`src/rtl/irq_pkg.sv`:
```
// rtl/irq_pkg.sv - shared types and constants for the interrupt controller
package irq_pkg;

  typedef enum logic [1:0] {
    ST_IDLE   = 2'd0,
    ST_ASSERT = 2'd1,
    ST_GAP    = 2'd2
  } irq_state_t;

  localparam logic [3:0] OFF_PENDING = 4'h0;
  localparam logic [3:0] OFF_MASK    = 4'h4;
  localparam logic [3:0] OFF_STATUS  = 4'h8;

  localparam logic [3:0] VEC_NONE    = 4'h0;

endpackage

```
`src/rtl/irq_edge_detect.sv`:
```
// rtl/irq_edge_detect.sv - per-bit rising-edge detector, one-cycle pulse out
module irq_edge_detect #(
  parameter int WIDTH = 4
) (
  input  logic             clk,
  input  logic             reset,
  input  logic [WIDTH-1:0] i_level,
  output logic [WIDTH-1:0] o_pulse
);

  logic [WIDTH-1:0] r_prev;

  // Remember last cycle's level so a held level produces only one pulse
  always_ff @(posedge clk or negedge reset) begin
    if (!reset) r_prev <= '0;
    else        r_prev <= i_level;
  end

  assign o_pulse = i_level & ~r_prev;

endmodule

```
`src/rtl/irq_controller.sv`:
```
// rtl/irq_controller.sv - vectored interrupt controller; optional timeout via IRQ_CTRL_TIMEOUT_EN
module irq_controller
  import irq_pkg::*;
#(
  parameter int          NUM_SRC        = 4,
  parameter logic [31:0] BASE_ADDR      = 32'h8000_0020,
  parameter int          TIMEOUT_CYCLES = 1024
) (
  input  logic               clk,
  input  logic               reset,
  input  logic [NUM_SRC-1:0] irq_src,
  output logic [3:0]         interrupt_vector,
  input  logic               interrupt_done,
  input  logic [63:0]        bus_address,
  input  logic [63:0]        bus_write_data,
  input  logic               bus_write_enable,
  input  logic               bus_read_enable,
  output logic [63:0]        bus_read_data,
  output logic               irq_selected
);

  logic [NUM_SRC-1:0] w_edge;
  logic [NUM_SRC-1:0] r_pending;
  logic [NUM_SRC-1:0] r_mask;
  logic [NUM_SRC-1:0] w_req;
  logic [NUM_SRC-1:0] w_w1c;
  logic [NUM_SRC-1:0] w_done_clr;
  irq_state_t         r_state;
  logic [3:0]         r_vec;
  logic [3:0]         r_act_idx;
  logic [3:0]         w_sel_idx;
  logic               w_hit;
  logic               w_done_hit;
  logic               w_tmo;
  logic               w_tmo_sticky;
  logic               w_busy;
  logic [63:0]        w_base;
  logic [63:0]        w_off;
  logic [3:0]         w_off4;
  logic               w_wr;
  logic               w_wr_pend;
  logic               w_wr_mask;
  logic               w_wr_stat;
  logic [63:0]        w_rdata;
  logic               w_unused;

  irq_edge_detect #(.WIDTH(NUM_SRC)) u_edge (
    .clk     (clk),
    .reset   (reset),
    .i_level (irq_src),
    .o_pulse (w_edge)
  );

  assign w_base       = {32'h0, BASE_ADDR};
  assign w_off        = bus_address - w_base;
  assign w_off4       = w_off[3:0];
  assign irq_selected = (bus_address >= w_base) && (bus_address <= w_base + 64'd8);
  assign w_wr         = irq_selected && bus_write_enable;
  assign w_wr_pend    = w_wr && (w_off4 == OFF_PENDING);
  assign w_wr_mask    = w_wr && (w_off4 == OFF_MASK);
  assign w_wr_stat    = w_wr && (w_off4 == OFF_STATUS);
  assign w_w1c        = w_wr_pend ? bus_write_data[NUM_SRC-1:0] : '0;
  assign w_req        = r_pending & r_mask;
  assign w_hit        = |w_req;
  assign w_done_hit   = (r_state == ST_ASSERT) && interrupt_done;
  assign w_busy       = (r_state == ST_ASSERT);
  assign w_unused     = ^{w_off[63:4], bus_write_data, 32'(TIMEOUT_CYCLES)};

  // Lowest-index enabled pending source wins arbitration
  always_comb begin
    w_sel_idx = 4'd0;
    for (int i = NUM_SRC - 1; i >= 0; i--) begin
      if (w_req[i]) w_sel_idx = 4'(i);
    end
  end

  // One-hot clear of the acknowledged source
  always_comb begin
    w_done_clr = '0;
    for (int i = 0; i < NUM_SRC; i++) begin
      w_done_clr[i] = w_done_hit && (r_act_idx == 4'(i));
    end
  end

`ifdef IRQ_CTRL_TIMEOUT_EN
  logic [31:0] r_tmo_cnt;
  logic        r_tmo_sticky;

  assign w_tmo = (r_state == ST_ASSERT) && !interrupt_done &&
                 (r_tmo_cnt == 32'(TIMEOUT_CYCLES - 1));
  assign w_tmo_sticky = r_tmo_sticky;

  // Count cycles spent waiting for an acknowledge; restart on every new vector
  always_ff @(posedge clk or negedge reset) begin
    if (!reset)                                     r_tmo_cnt <= '0;
    else if (r_state != ST_ASSERT || w_done_hit || w_tmo) r_tmo_cnt <= '0;
    else                                            r_tmo_cnt <= r_tmo_cnt + 32'd1;
  end

  // Sticky timeout flag; a new timeout beats a simultaneous clear
  always_ff @(posedge clk or negedge reset) begin
    if (!reset)                             r_tmo_sticky <= 1'b0;
    else if (w_tmo)                         r_tmo_sticky <= 1'b1;
    else if (w_wr_stat && bus_write_data[1]) r_tmo_sticky <= 1'b0;
  end
`else
  assign w_tmo        = 1'b0;
  assign w_tmo_sticky = 1'b0;
`endif

  // Pending bits: new edges always win over W1C and acknowledge clears
  always_ff @(posedge clk or negedge reset) begin
    if (!reset) r_pending <= '0;
    else        r_pending <= (r_pending & ~w_w1c & ~w_done_clr) | w_edge;
  end

  // Mask register, all sources enabled out of reset
  always_ff @(posedge clk or negedge reset) begin
    if (!reset)         r_mask <= '1;
    else if (w_wr_mask) r_mask <= bus_write_data[NUM_SRC-1:0];
  end

  // Vector FSM; GAP arbitrates on its way out so only one zero cycle separates vectors
  always_ff @(posedge clk or negedge reset) begin
    if (!reset) begin
      r_state   <= ST_IDLE;
      r_vec     <= VEC_NONE;
      r_act_idx <= 4'd0;
    end else begin
      case (r_state)
        ST_IDLE, ST_GAP: begin
          if (w_hit) begin
            r_act_idx <= w_sel_idx;
            r_vec     <= w_sel_idx + 4'd1;
            r_state   <= ST_ASSERT;
          end else begin
            r_vec     <= VEC_NONE;
            r_state   <= ST_IDLE;
          end
        end
        ST_ASSERT: begin
          if (w_done_hit || w_tmo) begin
            r_vec   <= VEC_NONE;
            r_state <= ST_GAP;
          end
        end
        default: begin
          r_vec   <= VEC_NONE;
          r_state <= ST_IDLE;
        end
      endcase
    end
  end

  assign interrupt_vector = r_vec;

  // Combinational register read, zero outside an enabled read of the window
  always_comb begin
    w_rdata = '0;
    if (irq_selected && bus_read_enable) begin
      case (w_off4)
        OFF_PENDING: w_rdata[NUM_SRC-1:0] = r_pending;
        OFF_MASK:    w_rdata[NUM_SRC-1:0] = r_mask;
        OFF_STATUS:  w_rdata[7:0] = {r_vec, 2'b00, w_tmo_sticky, w_busy};
        default:     w_rdata = '0;
      endcase
    end
  end

  assign bus_read_data = w_rdata;

endmodule

```
`config.mk`:
```
export PLATFORM = sky130hd
export DESIGN_NAME = irq_controller
export DESIGN_NICKNAME = d
export VERILOG_FILES = /design/src/rtl/irq_pkg.sv /design/src/rtl/irq_edge_detect.sv /design/src/rtl/irq_controller.sv
export SDC_FILE = /design/constraint.sdc
export NUM_CORES = 1
export LEC_CHECK = 0
export ABC_AREA = 1
export CORE_MARGIN = 2
export CORE_UTILIZATION = 29
export DETAILED_ROUTE_END_ITERATION = 7
export HOLD_SLACK_MARGIN = 0.1
export PLACE_DENSITY = 0.87
export SLEW_MARGIN = 20
export SYNTH_ARGS = -nofsm -noshare
export SYNTH_HDL_FRONTEND = slang
export SYNTH_SLANG_ARGS = --single-unit
```
`constraint.sdc`:
```
create_clock -name clk -period 2.9 [get_ports clk]
set_input_delay 0.87 -clock clk [delete_from_list [all_inputs] [get_ports clk]]
set_output_delay 0.87 -clock clk [all_outputs]
set_load 0.01 [all_outputs]
```
==> summary.txt <==
Status
  • Status: finished, violations left
  • Failing checks: negative setup slack

STA
  • Clock skew: 0.00558 ns
  • Crit share post-route: 107%
  • Slew HR: 67.1%
  • Final number of setup-violating endpoints: 8
  • Actual slew at the worst max-slew pin: 0.488 ns
  • RSZ-0062 raised after global routing: true
  • Worst hold slack: 0.478 ns
  • Final hold vios: 0
  • Setup ws final: -0.193 ns
  • Slew Viols, Final: 0
  • Maximum clock frequency: 323 MHz
  • Period minus WS final: 3.09 ns

Cells and area
  • # diodes: 0
  • Register area: 480 sq um
  • Fin nets: 550
  • Util after Layout: 45.8%
  • Layout cells sized above 1: 42.3%
  • # fillers: 656
  • Area occupied by multi-input gates: 1310 sq um
  • Area growth from synthesis to layout: 52.9%

Clocking
  • Worst-Skew Late Latency: 0.26 ns
  • H-tree depth: 1
  • Clock transition at path regs: 0.07 ns
  • Num CTS Buffers: 3
  • Root buf cell: clkbuf_8
  • CTS tree: built
  • CTS Sinks: 19
  • CTS max path bufs: 2

Yosys
  • Synth Cell Area: 1900 sq um
  • Share of the synthesized area in the top cell type: 22.9%
  • Top cells by area, synth: buf_4, dfrtp_1, nand2_1
  • Mapped Cells: 294
  • Yosys warns: 0
  • EDFF count, synth: 0
  • Most used DFF post-synth: dfrtp_1
  • Syn Area/Cell: 6.47 sq um
  • FF+latch count, synth: 19
  • Cell taking the most area after synthesis: buf_4
  • Part of the Yosys area used for sequential elements: 25.2%
  • Asr flop ratio synth: 100%
  • Synth cell types: 25

Route
  • Final WL: 5790 microns
  • WL/cell: 11.9 microns
  • Drt pass-1 iters: 4
  • Post-route DRC: 0
  • Vias/cell: 4.33
  • Iter 0 DRT Violations: 58
  • Post-route ant nets: 0
  • Via count: 2113

Placement
  • DP Wirelength: 4520 microns
  • RePlAce Congestion: 0.877
  • # port buffers: 87

Global routing
  • Vias in the first global route: 2012
  • First-pass GRT wire length: 8980 microns
  • Largest net degree at the start of global routing: 20
  • Gr usage total: 15.4%
  • Grt total ovfl: 0
  • Initial antenna violation count: 0

Pwr
  • Comb power frac: 32.0%
  • Switching power: 203 uW
  • Pwr Density: 228 nW/um^2
  • Peak supply drop: 0.190 mV
  • Total power: 665 uW
  • Sw frac: 30.5%
  • Seq pwr share: 40.4%
  • Leakage: 0.00146 uW
  • Clock share of power: 27.6%
  • Internal power: 462 uW

Worst setup path
  • Critical Path Start Type: primary input
  • Max FO, Critical Path: 3
  • CP Capture Type: primary output
  • Critical path arrival: 2.22 ns
  • Req. time, crit path: 2.03 ns
  • CP Class: primary input to primary output

Min path
  • Worst hold path class: flip-flop to flip-flop

Floorplan
  • Die outline height: 85.0 microns
  • Die Wd: 85.0 microns
  • Core area: 6350 sq um
  • # IOs: 206
  • Num rows: 29
  • Starting Density: 30.0%
  • Die area: 7230 sq um

Job
  • Max Cap Viol: 0
metrics by stage:
stage	area [sq um]	worst slack (ns)	setup TNS, ns	cells
finish	2910	-0.193	-1.14	488
global route	2910	-0.319	-1.99	488
CTS	2770	-0.179	-1.08	487
detailed placement	2770	-1.03	-7.74	474
global placement	2770	-0.979	-7.39	474
floorplan	2120	0.0762	0	351
routing by layer:
metal	share of wire, %	routed length [microns]	GRT usage [%]
met5	0	0	0
met4	3.1	178	6.49
met3	5.9	344	2.43
met2	53	3080	28.1
met1	38	2190	17.6
cell usage after synthesis, types with 4 or more instances:
library cell / n
o21bai_1: 4
buf_4: 58
inv_1: 36
o21ai_0: 8
nand3_1: 12
nand4_1: 7
dfstp_2: 4
nand2_1: 75
dfrtp_1: 15
nor2_1: 53
cell type report:
| type | count | share of cell area, % |
|---|---|---|
| Clock buffer | 3 | 1.42 |
| Clock inverter | 1 | 0.172 |
| Inverter | 36 | 4.64 |
| Multi-Input combinational cell | 237 | 45.1 |
| Sequential cell | 19 | 16.5 |
| Tap cell | 77 | 3.31 |
| Timing Repair Buffer | 115 | 28.8 |
power groups by stage:
stage / logic [uW] / clock network (uW) / registers (uW)
4_1_cts: 192 / 192 / 269
6_report: 213 / 183 / 269
3_3_place_gp: 200 / 0 / 273
5_1_grt: 232 / 196 / 269
2_1_floorplan: 124 / 0 / 273
3_5_place_dp: 202 / 0 / 273
logic make-up (layout without fill, tap and decap cells):
| family | count (synthesis) | count (layout) | share of synthesized area [%] |
|---|---|---|---|
| adders and majority gates | 1 | 1 | 0.657 |
| other | 1 | 58 | 0.197 |
| and+or+nand+nor | 160 | 160 | 37.4 |
| DFF | 19 | 19 | 25.2 |
| AOI/OAI and AO/OA | 18 | 18 | 5.72 |
| buffers and inverters | 95 | 155 | 30.8 |
worst max-delay path: stages:
cell     delay (ns)
buf_2          0.11
nor2_2         0.13
nand2_1        0.06
nor2_1         0.11
nand2_1        0.07
nor2_2         0.15
nand3_2        0.10
nand2_4        0.09
and2_4         0.16
nand2_4        0.07
nor3_4         0.16
buf_2          0.15
worst paths after layout:
kind	endpoint	slack, ns	cells past startpoint	from
setup / recovery	bus_read_data[6]	-0.19	12	bus_address[44]
hold / removal	r_mask[2]	0.48	2	r_mask[2]
setup reg to reg	interrupt_vector[1]	1.40	7	r_mask[3]
hold reg to reg	r_mask[2]	0.48	2	r_mask[2]
max in group asynchronous	r_mask[3]	1.69	2	reset
min in group asynchronous	r_state[0]	0.95	2	reset
cells in the final DEF, fill, tap and decap left out, types with 15 or more instances in the layout:
| cell | instances |
|---|---|
| nor2_1 | 19 |
| dfrtp_1 | 15 |
| buf_6 | 18 |
| inv_1 | 32 |
| conb_1 | 58 |
| nand2_1 | 70 |
| buf_2 | 52 |
| nor2_2 | 22 |
| clkdlybuf4s50_1 | 15 |
| nor2_4 | 16 |
| buf_4 | 28 |
state kept, by name, indices dropped and copies added, names as in the netlist:
| name | cells |
|---|---|
| r_state | 2 |
| r_mask | 4 |
| r_act_idx | 2 |
| u_edge.r_prev | 4 |
| interrupt_vector | 3 |
| r_pending | 4 |
what timing repair did:
item	in CTS	in global routing
cloned	0	0
resized for setup	313	33
endpoints found under the setup margin	8	8
hold buffers	0	0
pin swaps	65	28
setup buffers	9	2
(Power assumes the default switching activity.)
